File: config.mk
export PLATFORM = sky130hd
export DESIGN_NAME = layer_sequencer
export DESIGN_NICKNAME = d
export VERILOG_FILES = /design/src/rtl/layer_sequencer.sv
export SDC_FILE = /design/constraint.sdc
export NUM_CORES = 1
export LEC_CHECK = 0
export BUFFER_PORTS_ARGS = -buffer_cell sky130_fd_sc_hd__buf_2
export CAP_MARGIN = 20
export CORE_MARGIN = 1
export CORE_UTILIZATION = 58
export DETAILED_ROUTE_END_ITERATION = 16
export PLACE_DENSITY = 0.79
export SLEW_MARGIN = 25
export SYNTH_ARGS = -nofsm -noshare
export SYNTH_HDL_FRONTEND = slang
export SYNTH_SLANG_ARGS = --single-unit
File: constraint.sdc
create_clock -name clk -period 3.2 [get_ports clk]
set_input_delay 0.16 -clock clk [delete_from_list [all_inputs] [get_ports clk]]
set_output_delay 0.16 -clock clk [all_outputs]
set_load 0.05 [all_outputs]
File: src/rtl/layer_sequencer.sv
// Address sequencer for one fully-connected layer: walks every (input, output)
// neuron pair, drives MAC operand addresses, then drains the MAC pipeline.
module layer_sequencer #(
  parameter int N_IN       = 784,
  parameter int N_OUT      = 16,
  parameter int PIPE_DEPTH = 3,
  parameter int W_BASE     = 0
) (
  input  logic        clk,
  input  logic        reset,
  input  logic        start,
  input  logic        stall,
  output logic [11:0] in_addr,
  output logic [15:0] weight_addr,
  output logic        issue,
  output logic        reset_mult_acc,
  output logic [11:0] out_neuron_addr,
  output logic        last_in,
  output logic        busy,
  output logic        done
);

  typedef enum logic [1:0] {IDLE, RUN, DRAIN, DONE} state_t;

  localparam logic [11:0] I_LAST = 12'(N_IN - 1);
  localparam logic [11:0] O_LAST = 12'(N_OUT - 1);
  localparam logic [15:0] W_INIT = 16'(W_BASE);
  localparam logic [3:0]  D_LAST = 4'(PIPE_DEPTH - 1);

  state_t      state, state_n;
  logic [11:0] i, i_n, o, o_n;
  logic [15:0] wcnt, wcnt_n;
  logic [3:0]  dcnt, dcnt_n;

  logic [11:0] in_addr_n, out_neuron_addr_n;
  logic [15:0] weight_addr_n;
  logic        issue_n, reset_mult_acc_n, last_in_n, busy_n, done_n;

  always_ff @(posedge clk or posedge reset) begin
    if (reset) begin
      state           <= IDLE;
      i               <= '0;
      o               <= '0;
      wcnt            <= W_INIT;
      dcnt            <= '0;
      in_addr         <= '0;
      weight_addr     <= '0;
      out_neuron_addr <= '0;
      issue           <= 1'b0;
      reset_mult_acc  <= 1'b0;
      last_in         <= 1'b0;
      busy            <= 1'b0;
      done            <= 1'b0;
    end else begin
      state           <= state_n;
      i               <= i_n;
      o               <= o_n;
      wcnt            <= wcnt_n;
      dcnt            <= dcnt_n;
      in_addr         <= in_addr_n;
      weight_addr     <= weight_addr_n;
      out_neuron_addr <= out_neuron_addr_n;
      issue           <= issue_n;
      reset_mult_acc  <= reset_mult_acc_n;
      last_in         <= last_in_n;
      busy            <= busy_n;
      done            <= done_n;
    end
  end

  // Weight address is a running counter: W_BASE + o*N_IN + i without a multiplier.
  always_comb begin
    state_n           = state;
    i_n               = i;
    o_n               = o;
    wcnt_n            = wcnt;
    dcnt_n            = dcnt;
    in_addr_n         = in_addr;
    weight_addr_n     = weight_addr;
    out_neuron_addr_n = out_neuron_addr;
    issue_n           = 1'b0;
    reset_mult_acc_n  = 1'b0;
    last_in_n         = 1'b0;
    busy_n            = 1'b0;
    done_n            = 1'b0;
    case (state)
      IDLE: begin
        if (start) begin
          state_n = RUN;
          i_n     = '0;
          o_n     = '0;
          wcnt_n  = W_INIT;
        end
      end
      RUN: begin
        busy_n = 1'b1;
        if (!stall) begin
          issue_n           = 1'b1;
          in_addr_n         = i;
          out_neuron_addr_n = o;
          weight_addr_n     = wcnt;
          reset_mult_acc_n  = (i == '0);
          last_in_n         = (i == I_LAST);
          wcnt_n            = wcnt + 16'd1;
          if (i == I_LAST) begin
            i_n = '0;
            if (o == O_LAST) begin
              o_n     = '0;
              dcnt_n  = '0;
              state_n = DRAIN;
            end else begin
              o_n = o + 12'd1;
            end
          end else begin
            i_n = i + 12'd1;
          end
        end
      end
      DRAIN: begin
        busy_n = 1'b1;
        if (dcnt == D_LAST) begin
          dcnt_n  = '0;
          state_n = DONE;
        end else begin
          dcnt_n = dcnt + 4'd1;
        end
      end
      DONE: begin
        done_n  = 1'b1;
        state_n = IDLE;
      end
      default: state_n = IDLE;
    endcase
  end

endmodule

==> out/qor.csv, run 1 <==
stage,metric,value,unit
timing,max_freq,367.1,MHz
timing,slew_violations,0,
route,wl,7930,µm
route,firstDrtPassIters,4,
route,drtIter0Drc,136,
timing,setup_violations,0,
clock_tree,post_cts_buffers,0,
setup_path,path_depth,7,
worst_hold_path,min-delay-start,start,
synth,ys_warn_count,0,
place,gp_congestion,0.7669,
timing,hold_violations,0,
floorplanning,die_w,87.61,µm
power_and_ir_drop,switching_share,0.3649,
synth,synth_nets,383,
route,drc_errors,0,
synth,synth_most_common_cell,dfrtp_1,
synth,synth_top_cell_by_area,dfrtp_1,
synth,yosys.cell_types.count,46,
cells_and_area,fill_cells,516,
setup_path,crit_path_end_kind,flop,
clock_tree,clk_pin_slew,90,ps
timing,layout_setup_ws,475.7,ps
setup_path,cp.buffers_inverters,1,
place,dpl_cell_area,4564,µm²
floorplanning,die_h,87.61,µm
synth,synthCells,369,
worst_hold_path,holdPathStages,3,
synth,synth_common_cells,"91 x dfrtp_1, 41 x mux2_2, 37 x nor2_1, 24 x nand2_1, 17 x xor2_1",
synth,synth_area_leaders,"dfrtp_1 54%, mux2_2 11%, xor2_1 3.5%",
setup_path,crit_slowest_cell,nor2_2,
timing,rsz0062_at_grt,false,
route,vias_per_cell,5.598,
cells_and_area,nNetsFinal,430,
setup_path,critPathRequiredTime,3440,ps
cells_and_area,final_area,4825,µm²
setup_path,start_kind,flop,
clock_tree,root_buffer,clkbuf_8,
worst_hold_path,min_path_type,input port to flop,
synth,synth_top_cell_area_share,0.5358,
setup_path,slowest_delay,480,ps
place,dp_worst_setup_slack,318.6,ps
cells_and_area,layout-drive-gt1-share,0.2969,
clock_tree,clock_path_buffers,2,
cells_and_area,fin_util,0.6948,
synth,yosysSeqAreaShare,0.5358,
setup_path,crit_arrival,2960,ps
clock_tree,cts_tree,done,
timing,timing.setup.tns,0,ps
grt,grt_pass1_vias,2902,
grt,grt_overflow,0,
place,io_buffers,48,
route,vias,2894,
setup_path,path_delay_family,compound AO/OA/AOI/OAI gates,
setup_path,regToRegSetupSlack,480,ps
grt,antenna_found_initial,0,
grt,grt_pass1_wl,13480,µm
setup_path,r2r_cells,7,
clock_tree,cts_sinks,91,
power_and_ir_drop,p_seq_frac,0.405,
timing,period_minus_slack,2724,ps
timing,slew-limit-headroom,0.3953,
power_and_ir_drop,ir_worst_vdd,0.0003757,V
cells_and_area,areaGrowthSynthToFinish,13.51,%
power_and_ir_drop,pwr-share-comb,0.313,
synth,synth_seq_cells,91,
synth,ys.flop_type,dfrtp_1,
timing,hold_ws,205.3,ps
floorplanning,start_util,0.6121,
synth,ys_async_sr_fraction,1.000,
setup_path,r2r-start,state[1],
status,status,finished clean,
setup_path,crit_end,o[5],
synth,synth_edf_count,0,
clock_tree,numCtsBuffers,9,
timing,tightest_slew,901.1,ps
route,wl_per_cell,15.34,µm
floorplanning,rows,30,
place,hpwlAfterDp,5283,µm
clock_tree,htreeDepth,3,
power_and_ir_drop,p_int,2.123,mW
grt,grt_use_total,0.2299,
floorplanning,die-area,7675,µm²
power_and_ir_drop,p_clk_frac,0.282,
synth,avgSynthCellArea,11.52,µm²
power_and_ir_drop,p_per_area,693.0,nW/µm²
grt,grt_max_degree,61,
setup_path,critPathMaxFanout,13,
route,final_antenna_net_count,0,
power_and_ir_drop,switchingPower,1.220,mW
setup_path,crit_type,flop to flop,
flow_run,max_cap_violations,0,
cells_and_area,diodes,0,
floorplanning,io_pins,49,
floorplanning,core_area,6944,µm²
setup_path,reg2reg_to,o[5],
power_and_ir_drop,p_leak,2.450,nW
setup_path,crit_path_start,state[1],
timing,skew,14.06,ps
synth,synth.cell_area,4250,µm²
timing,fin_crit_sh,0.8513,
setup_path,crit_chain,"inv_1, ha_1, mux2i_1, nor2_2, o21ai_1, o21ai_0, o31ai_1",
clock_tree,clk_latency,360,ps
worst reg2reg max path: cells and delay by family (launching register included):
kind                     cells  cell delay (ps)
buffers and inverters        1              100
AO/OA/AOI/OAI                3              910
AND/OR/NAND/NOR              1              480
adder cells (fa/ha/maj)      1              400
multiplexers                 1              290
flip-flops                   1              430
worst min path at each step:
stage / slack [ps] / to
after floorplan: 360 / wcnt[0]
after global routing: 240 / i[2]
final: 210 / i[2]
after detailed placement: 420 / out_neuron_addr[7]
after global placement: 410 / out_neuron_addr[5]
after CTS: 20 / wcnt[5]
what timing repair did:
action,in CTS,in global routing
hold endpoints to repair,0,19
hold buffers,0,1
setup endpoints to repair,0,6
gates resized for setup,0,1
power groups by stage:
stage          combinational [mW]  sequential, mW  clock [mW]
2_1_floorplan               0.640            1.55           0
4_1_cts                      1.05            1.36       0.961
3_3_place_gp                0.998            1.37           0
3_5_place_dp                 1.04            1.38           0
6_report                     1.05            1.36       0.942
5_1_grt                      1.15            1.37        1.00
cell families (layout without fill, tap and decap cells):
| group | Yosys count | count (layout) | synth area share |
|---|---|---|---|
| mux | 45 | 45 | 0.1186 |
| simple gates | 133 | 133 | 0.1752 |
| buf+inv | 26 | 78 | 0.02708 |
| xor+xnor | 21 | 21 | 0.04327 |
| compound gates | 43 | 43 | 0.07065 |
| flops | 91 | 91 | 0.5358 |
| fa+ha+maj | 10 | 10 | 0.02944 |
per-layer routing:
| metal | part of all wire | routed length [µm] | vias to the layer above | GRT usage |
|---|---|---|---|---|
| met5 | 0 | 0 | - | 0 |
| met4 | 0.014 | 111 | 0 | 0.09985 |
| met3 | 0.028 | 222 | 7 | 0.03205 |
| met2 | 0.50 | 4003 | 49 | 0.3871 |
| met1 | 0.45 | 3592 | 1457 | 0.2995 |
| li1 | - | - | 1381 | - |
placed cells by master, fill, tap and decap left out, drive strengths merged:
cell type | netlist | final
or4 | 2 | 2
nand2b | 3 | 3
nor2b | 7 | 7
clkbuf | 7 | 9
nand3b | 1 | 1
and3 | 10 | 10
nand4b | 1 | 1
xnor2 | 4 | 4
and4 | 6 | 6
nand2 | 24 | 24
xor2 | 17 | 17
a22oi | 1 | 1
nor3b | 1 | 1
a41oi | 1 | 1
dlygate4sd3 | 0 | 1
mux2i | 2 | 2
o32a | 1 | 1
buf | 9 | 51
nor4 | 2 | 2
a31oi | 4 | 4
and2 | 7 | 7
o31ai | 11 | 11
bufinv | 0 | 3
mux2 | 43 | 43
nand3 | 14 | 14
ha | 10 | 10
nand4 | 8 | 8
nor3 | 8 | 8
a21oi | 4 | 4
or3 | 1 | 1
or2 | 1 | 1
nor2 | 37 | 37
a21o | 1 | 1
inv | 10 | 12
clkinvlp | 0 | 2
o21ai | 20 | 20
dfrtp | 91 | 91
metrics by stage:
stage	power, mW	cells
after floorplan	2.193	369
after global placement	2.368	500
after detailed placement	2.419	500
after global routing	3.528	517
after CTS	3.367	516
final	3.343	517
layout make-up:
| type | count | area (µm²) | share of cell area |
|---|---|---|---|
| sequential | 91 | 2277 | 0.4720 |
| multi-input combinational | 252 | 1868 | 0.3872 |
| timing repair buffer | 52 | 272.8 | 0.05654 |
| clock buffer | 9 | 123.9 | 0.02567 |
| clock inverter | 7 | 122.6 | 0.02542 |
| tap | 96 | 120.1 | 0.02490 |
| inverter | 10 | 40.04 | 0.008299 |
sequential cells by signal (all words and copies together) (netlist names):
register and count:
dcnt 4, i 12, busy 1, wcnt 16
state 2, o 12, done 1, out_neuron_addr 12
reset_mult_acc 1, last_in 1, weight_addr 16, issue 1
in_addr 12
Note: power is estimated with default switching activity, not from simulation.
==> run 2: changes to the inputs <==
--- a/config.mk
+++ b/config.mk
@@ -8,9 +8,9 @@
 export BUFFER_PORTS_ARGS = -buffer_cell sky130_fd_sc_hd__buf_2
 export CAP_MARGIN = 20
 export CORE_MARGIN = 1
-export CORE_UTILIZATION = 58
+export CORE_UTILIZATION = 52
 export DETAILED_ROUTE_END_ITERATION = 16
-export PLACE_DENSITY = 0.79
+export PLACE_DENSITY = 0.85
 export SLEW_MARGIN = 25
 export SYNTH_ARGS = -nofsm -noshare
 export SYNTH_HDL_FRONTEND = slang
==> constraint.sdc (replaced) <==
create_clock -name clk -period 2.5 [get_ports clk]
set_input_delay 0.125 -clock clk [delete_from_list [all_inputs] [get_ports clk]]
set_output_delay 0.125 -clock clk [all_outputs]
set_load 0.05 [all_outputs]
==> run 2 against run 1 <==
  * Cell count rose by 1.9%
  * Design area down 0.29%
  * Maximum frequency is 20% higher
  * Clock power rose by 6%
  * Count of clock-buffer cells in the layout unchanged
  * Non-clock buffer count increased by 4
  * Global-route usage decreased by 2.6 points
  * Critical endpoint is now o[8]
==> out/qor.csv, run 2 (same netlist as run 1, synthesis figures left out) <==
stage,metric,value,unit,change
timing,hold_violations,0,,unchanged
cells_and_area,mostFrequentLayoutCells,"91 x dfrtp_1, 48 x buf_2, 41 x mux2_2, 37 x nor2_1, 24 x nand2_1",,"was 91 x dfrtp_1, 48 x buf_2, 41 x mux2_2, 36 x nor2_1, 24 x nand2_1"
setup_path,slowest_delay,440,ps,was 480 ps
power_and_ir_drop,p_clk_frac,0.244,,was 0.282
floorplanning,die-area,8540,µm²,was 7675 µm²
timing,hold_ws,137.2,ps,was 205.3 ps
power_and_ir_drop,switchingPower,1.560,mW,was 1.220 mW
timing,max_freq,441.9,MHz,was 367.1 MHz
route,firstDrtPassIters,4,,unchanged
worst_hold_path,min_path_type,input port to flop,,unchanged
cells_and_area,nNetsFinal,434,,was 430
floorplanning,start_util,0.5444,,was 0.6121
power_and_ir_drop,p_per_area,854.5,nW/µm²,was 693.0 nW/µm²
grt,antenna_found_initial,0,,unchanged
grt,grt_use_total,0.2040,,was 0.2299
timing,setup_violations,0,,unchanged
timing,period_minus_slack,2263,ps,was 2724 ps
route,wl_per_cell,15.31,µm,was 15.34 µm
clock_tree,numCtsBuffers,9,,unchanged
route,vias_per_cell,5.664,,was 5.598
clock_tree,clk_pin_slew,90,ps,about the same
timing,slew_violations,0,,unchanged
place,hpwlAfterDp,5555,µm,was 5283 µm
timing,tightest_slew,639.6,ps,was 901.1 ps
place,dpl_cell_area,4602,µm²,was 4564 µm²
route,drtIter0Drc,115,,was 136
setup_path,crit_path_end_kind,flop,,unchanged
power_and_ir_drop,p_seq_frac,0.422,,was 0.405
place,io_buffers,48,,unchanged
setup_path,start_kind,flop,,unchanged
timing,rsz0062_at_grt,false,,unchanged
cells_and_area,reg_top3,"wcnt (16), weight_addr (16)",,unchanged
route,vias,2985,,was 2894
clock_tree,cts_tree,done,,unchanged
power_and_ir_drop,p_leak,2.446,nW,was 2.450 nW
timing,timing.setup.tns,0,ps,unchanged
clock_tree,cts_resized,0,,unchanged
power_and_ir_drop,switching_share,0.3794,,was 0.3649
clock_tree,htreeDepth,3,,unchanged
cells_and_area,diodes,0,,unchanged
power_and_ir_drop,ir_worst_vdd,0.0005964,V,was 0.0003757 V
route,final_antenna_net_count,0,,unchanged
cells_and_area,fin_util,0.6162,,was 0.6948
grt,grt_max_degree,52,,was 61
setup_path,path_delay_family,simple AND/OR/NAND/NOR gates,,was compound AO/OA/AOI/OAI gates
place,gp_congestion,0.8538,,was 0.7669
timing,skew,9.063,ps,was 14.06 ps
setup_path,cp.buffers_inverters,2,,was 1
floorplanning,io_pins,49,,unchanged
status,status,finished clean,,unchanged
clock_tree,post_cts_buffers,0,,unchanged
power_and_ir_drop,pwr-share-comb,0.334,,was 0.313
flow_run,max_cap_violations,0,,unchanged
setup_path,crit_arrival,2520,ps,was 2960 ps
setup_path,crit_slowest_cell,or3_1,,was nor2_2
cells_and_area,final_area,4811,µm²,was 4825 µm²
grt,grt_pass1_wl,13590,µm,was 13480 µm
cells_and_area,layout.cells.most_common,dfrtp_1,,unchanged
setup_path,critPathMaxFanout,11,,was 13
floorplanning,rows,32,,was 30
floorplanning,die_h,92.41,µm,was 87.61 µm
setup_path,crit_chain,"inv_1, ha_1, inv_1, a41oi_1, or3_1, nand2b_1, o21ai_1",,"was inv_1, ha_1, mux2i_1, nor2_2, o21ai_1, o21ai_0, o31ai_1"
timing,fin_crit_sh,0.9052,,was 0.8513
setup_path,critPathRequiredTime,2760,ps,was 3440 ps
floorplanning,core_area,7807,µm²,was 6944 µm²
setup_path,crit_path_frequent_cell,inv_1,,
cells_and_area,areaGrowthSynthToFinish,13.19,%,was 13.51%
power_and_ir_drop,p_int,2.551,mW,was 2.123 mW
route,wl,8066,µm,was 7930 µm
clock_tree,clock_path_buffers,2,,unchanged
clock_tree,cts_sinks,91,,unchanged
route,drc_errors,0,,unchanged
grt,grt_pass1_vias,2902,,unchanged
setup_path,crit_type,flop to flop,,unchanged
grt,grt_overflow,0,,unchanged
cells_and_area,layout-drive-gt1-share,0.3012,,was 0.2969
power_and_ir_drop,finalPower,4.111,mW,was 3.343 mW
clock_tree,root_buffer,clkbuf_8,,unchanged
clock_tree,clk_latency,370,ps,was 360 ps
floorplanning,die_w,92.41,µm,was 87.61 µm
timing,slew-limit-headroom,0.5736,,was 0.3953
## run 2: stage by stage
stage                     setup slack [ps]  cells
final                                236.9    527
after global routing                 3.776    527
after CTS                            256.6    527
after detailed placement             267.5    510
after global placement               405.8    510
after floorplan                      11.39    369
## run 2: cell type report
class	instances	area [µm²]
clock inverter	7	75.07
multi-input combinational	252	1866
tap	102	127.6
clock buffer	9	123.9
sequential	91	2277
timing repair buffer	56	302.8
inverter	10	38.79
fill	630	2997
## run 2: path summary, 6_finish.rpt
check,from,endpoint,slack (ps),cells after the start
hold / removal,start,i[2],140,3
max in group asynchronous,reset,dcnt[2],1590,4
min in group asynchronous,reset,out_neuron_addr[4],410,4
setup reg to reg,state[1],o[8],240,7
setup / recovery,state[1],o[8],240,7
hold reg to reg,dcnt[3],dcnt[3],510,1
## run 2: repair_timing
| item | in CTS | in global routing |
|---|---|---|
| setup endpoints to repair | 0 | 0 |
| hold endpoints to repair | 91 | 0 |
| hold buffers | 1 | 0 |
## run 2: routing by layer
metal  track usage  share of wire  vias up
li1              -              -     1396
met1        0.2638           0.45     1486
met2        0.3309           0.49       89
met3       0.03530          0.044       14
met4        0.1029          0.022        0
met5             0              0        -
## run 2: power by group through the flow
stage	sequential (mW)	combinational [mW]	clock, mW
2_1_floorplan	1.99	0.819	0
3_3_place_gp	1.75	1.32	0
3_5_place_dp	1.76	1.37	0
4_1_cts	1.73	1.38	1.03
5_1_grt	1.75	1.50	1.08
6_report	1.73	1.37	1.00
## run 2: tightest hold or removal path, delay by kind of cell
family                 cells  cell delay [ps]
buffers and inverters      1              120
AND/OR/NAND/NOR            2              200
==> run 3: changes to the inputs <==
--- a/config.mk
+++ b/config.mk
@@ -7,6 +7,7 @@
 export LEC_CHECK = 0
 export BUFFER_PORTS_ARGS = -buffer_cell sky130_fd_sc_hd__buf_2
 export CAP_MARGIN = 20
+export CORE_ASPECT_RATIO = 1.5
 export CORE_MARGIN = 1
 export CORE_UTILIZATION = 52
 export DETAILED_ROUTE_END_ITERATION = 16
==> run 3 against run 2 <==
  * Non-clock buffer count fell by 1
  * Core utilization rose by 0.30 points
  * Cell count rose by 0.38%
  * Maximum frequency fell by 0.65%
  * Sequential cell count did not move
  * Count of clock-buffer cells in the layout rose by 4
  * Critical endpoint unchanged
  * Highest routed layer unchanged
==> out/qor.csv, run 3 (same netlist as run 1, synthesis figures left out) <==
stage,metric,value,unit,change
cells_and_area,fill_cells,612,,was 630
timing,hold_violations,0,,unchanged
clock_tree,clk_latency,340,ps,was 370 ps
grt,grt_max_degree,62,,was 52
floorplanning,core_area,7958,µm²,was 7807 µm²
status,status,finished clean,,unchanged
grt,grt_use_total,0.2140,,was 0.2040
clock_tree,numCtsBuffers,9,,unchanged
place,io_buffers,48,,unchanged
timing,slew_violations,0,,unchanged
timing,rsz0062_at_grt,false,,unchanged
clock_tree,clock_path_buffers,2,,unchanged
floorplanning,rows,40,,was 32
setup_path,path_delay_family,simple AND/OR/NAND/NOR gates,,unchanged
route,vias_per_cell,5.654,,was 5.664
clock_tree,root_buffer,clkbuf_16,,was clkbuf_8
timing,setup_violations,0,,unchanged
route,drtIter0Drc,122,,was 115
power_and_ir_drop,p_seq_frac,0.387,,was 0.422
power_and_ir_drop,pwr-share-comb,0.308,,was 0.334
floorplanning,die_w,75.82,µm,was 92.41 µm
setup_path,crit_path_frequent_cell,inv_1,,unchanged
cells_and_area,nNetsFinal,433,,was 434
setup_path,slowest_delay,460,ps,was 440 ps
place,hpwlAfterDp,5678,µm,was 5555 µm
route,wl,8187,µm,was 8066 µm
power_and_ir_drop,p_per_area,910.0,nW/µm²,was 854.5 nW/µm²
cells_and_area,areaGrowthSynthToFinish,15.93,%,was 13.19%
clock_tree,htreeDepth,3,,unchanged
floorplanning,die-area,8547,µm²,was 8540 µm²
grt,grt_pass1_wl,13750,µm,was 13590 µm
flow_run,max_cap_violations,0,,unchanged
timing,skew,7.047,ps,was 9.063 ps
setup_path,crit_path_end_kind,flop,,unchanged
setup_path,crit_type,flop to flop,,unchanged
setup_path,crit_slowest_cell,or3_1,,unchanged
clock_tree,clk_pin_slew,60,ps,was 90 ps
route,wl_per_cell,15.48,µm,was 15.31 µm
setup_path,critPathRequiredTime,2720,ps,was 2760 ps
timing,tightest_slew,544.8,ps,was 639.6 ps
timing,timing.setup.tns,0,ps,unchanged
place,dp_cells,512,,was 510
floorplanning,die_h,112.7,µm,was 92.41 µm
route,final_antenna_net_count,0,,unchanged
cells_and_area,stdcell_count,529,,was 527
grt,antenna_found_initial,0,,unchanged
cells_and_area,layout.cells.most_common,dfrtp_1,,unchanged
setup_path,start_kind,flop,,unchanged
setup_path,critPathMaxFanout,11,,unchanged
power_and_ir_drop,switchingPower,1.564,mW,was 1.560 mW
timing,fin_crit_sh,0.9112,,was 0.9052
setup_path,crit_chain,"inv_1, ha_1, inv_1, a41oi_1, or3_1, nand2b_1, o21ai_1",,unchanged
worst_hold_path,min_path_type,input port to flop,,unchanged
power_and_ir_drop,switching_share,0.3489,,was 0.3794
timing,slew-limit-headroom,0.6364,,was 0.5736
setup_path,crit_arrival,2500,ps,was 2520 ps
power_and_ir_drop,p_int,2.920,mW,was 2.551 mW
place,gp_congestion,0.8504,,was 0.8538
route,firstDrtPassIters,5,,was 4
power_and_ir_drop,p_clk_frac,0.304,,was 0.244
power_and_ir_drop,p_leak,2.499,nW,was 2.446 nW
grt,grt_overflow,0,,unchanged
floorplanning,io_pins,49,,unchanged
route,vias,2991,,was 2985
clock_tree,cts_sinks,91,,unchanged
power_and_ir_drop,ir_worst_vdd,0.0005057,V,was 0.0005964 V
route,drc_errors,0,,unchanged
cells_and_area,reg_top3,"wcnt (16), weight_addr (16)",,unchanged
grt,grt_pass1_vias,3020,,was 2902
cells_and_area,mostFrequentLayoutCells,"91 x dfrtp_1, 48 x buf_2, 41 x mux2_2, 37 x nor2_1, 24 x nand2_1",,unchanged
timing,max_freq,439.0,MHz,was 441.9 MHz
clock_tree,cts_tree,done,,unchanged
timing,period_minus_slack,2278,ps,was 2263 ps
cells_and_area,layout-drive-gt1-share,0.2948,,was 0.3012
clock_tree,post_cts_buffers,0,,unchanged
floorplanning,start_util,0.5341,,was 0.5444
cells_and_area,diodes,0,,unchanged
setup_path,cp.buffers_inverters,2,,unchanged
## run 3: layout make-up
cell class,instances,area [µm²],area share
clock inverters,3,46.29,0.009396
multi-input cells,252,1866,0.3786
repair buffers,55,307.8,0.06247
clock buffers,13,260.3,0.05282
flip-flops and latches,91,2277,0.4622
inverters,10,38.79,0.007872
well taps,105,131.4,0.02666
## run 3: path summary, 6_finish.rpt
path	slack, ps	from	to	cells past startpoint
hold / removal	200	start	i[2]	3
max in group asynchronous	1450	reset	in_addr[9]	4
setup / recovery	220	state[1]	o[8]	7
hold reg to reg	500	weight_addr[5]	weight_addr[5]	1
min in group asynchronous	370	reset	out_neuron_addr[11]	3
setup reg to reg	220	state[1]	o[8]	7
## run 3: power groups by stage
stage	clock network, mW	logic, mW	registers, mW
2_1_floorplan	0	0.819	1.99
3_3_place_gp	0	1.33	1.75
3_5_place_dp	0	1.38	1.76
4_1_cts	1.39	1.40	1.74
5_1_grt	1.45	1.51	1.76
6_report	1.36	1.38	1.74
## run 3: worst min-delay path: stages
cell	delay [ps]
buf_2	140
nor3b_1	60
nor3_1	160
## run 3: layer usage
metal  vias up  share of wire  track usage
met5         -              0            0
met4         0          0.026      0.09877
met3        23          0.037      0.06144
met2        62           0.54       0.3599
met1      1516           0.39       0.2439
li1       1390              -            -
## run 3: per-stage QoR
stage / cell area (µm²) / hold WS, ps / util / setup slack (ps) / power (mW)
after floorplan: 4250 / 322.5 / - / 11.39 / 2.807
after global placement: 4611 / 179.0 / 0.5794 / 377.6 / 3.079
after detailed placement: 4611 / 185.7 / 0.5794 / 261.5 / 3.143
after CTS: 4927 / 185.1 / 0.6192 / 231.2 / 4.519
after global routing: 4927 / 263.3 / 0.6192 / 46.45 / 4.719
final: 4927 / 195.6 / 0.6192 / 222.1 / 4.484
## run 3: repair_timing
item	4_1_cts	5_1_grt
hold buffers	1	0
endpoints found under the hold margin	30	0
resized for setup	0	0
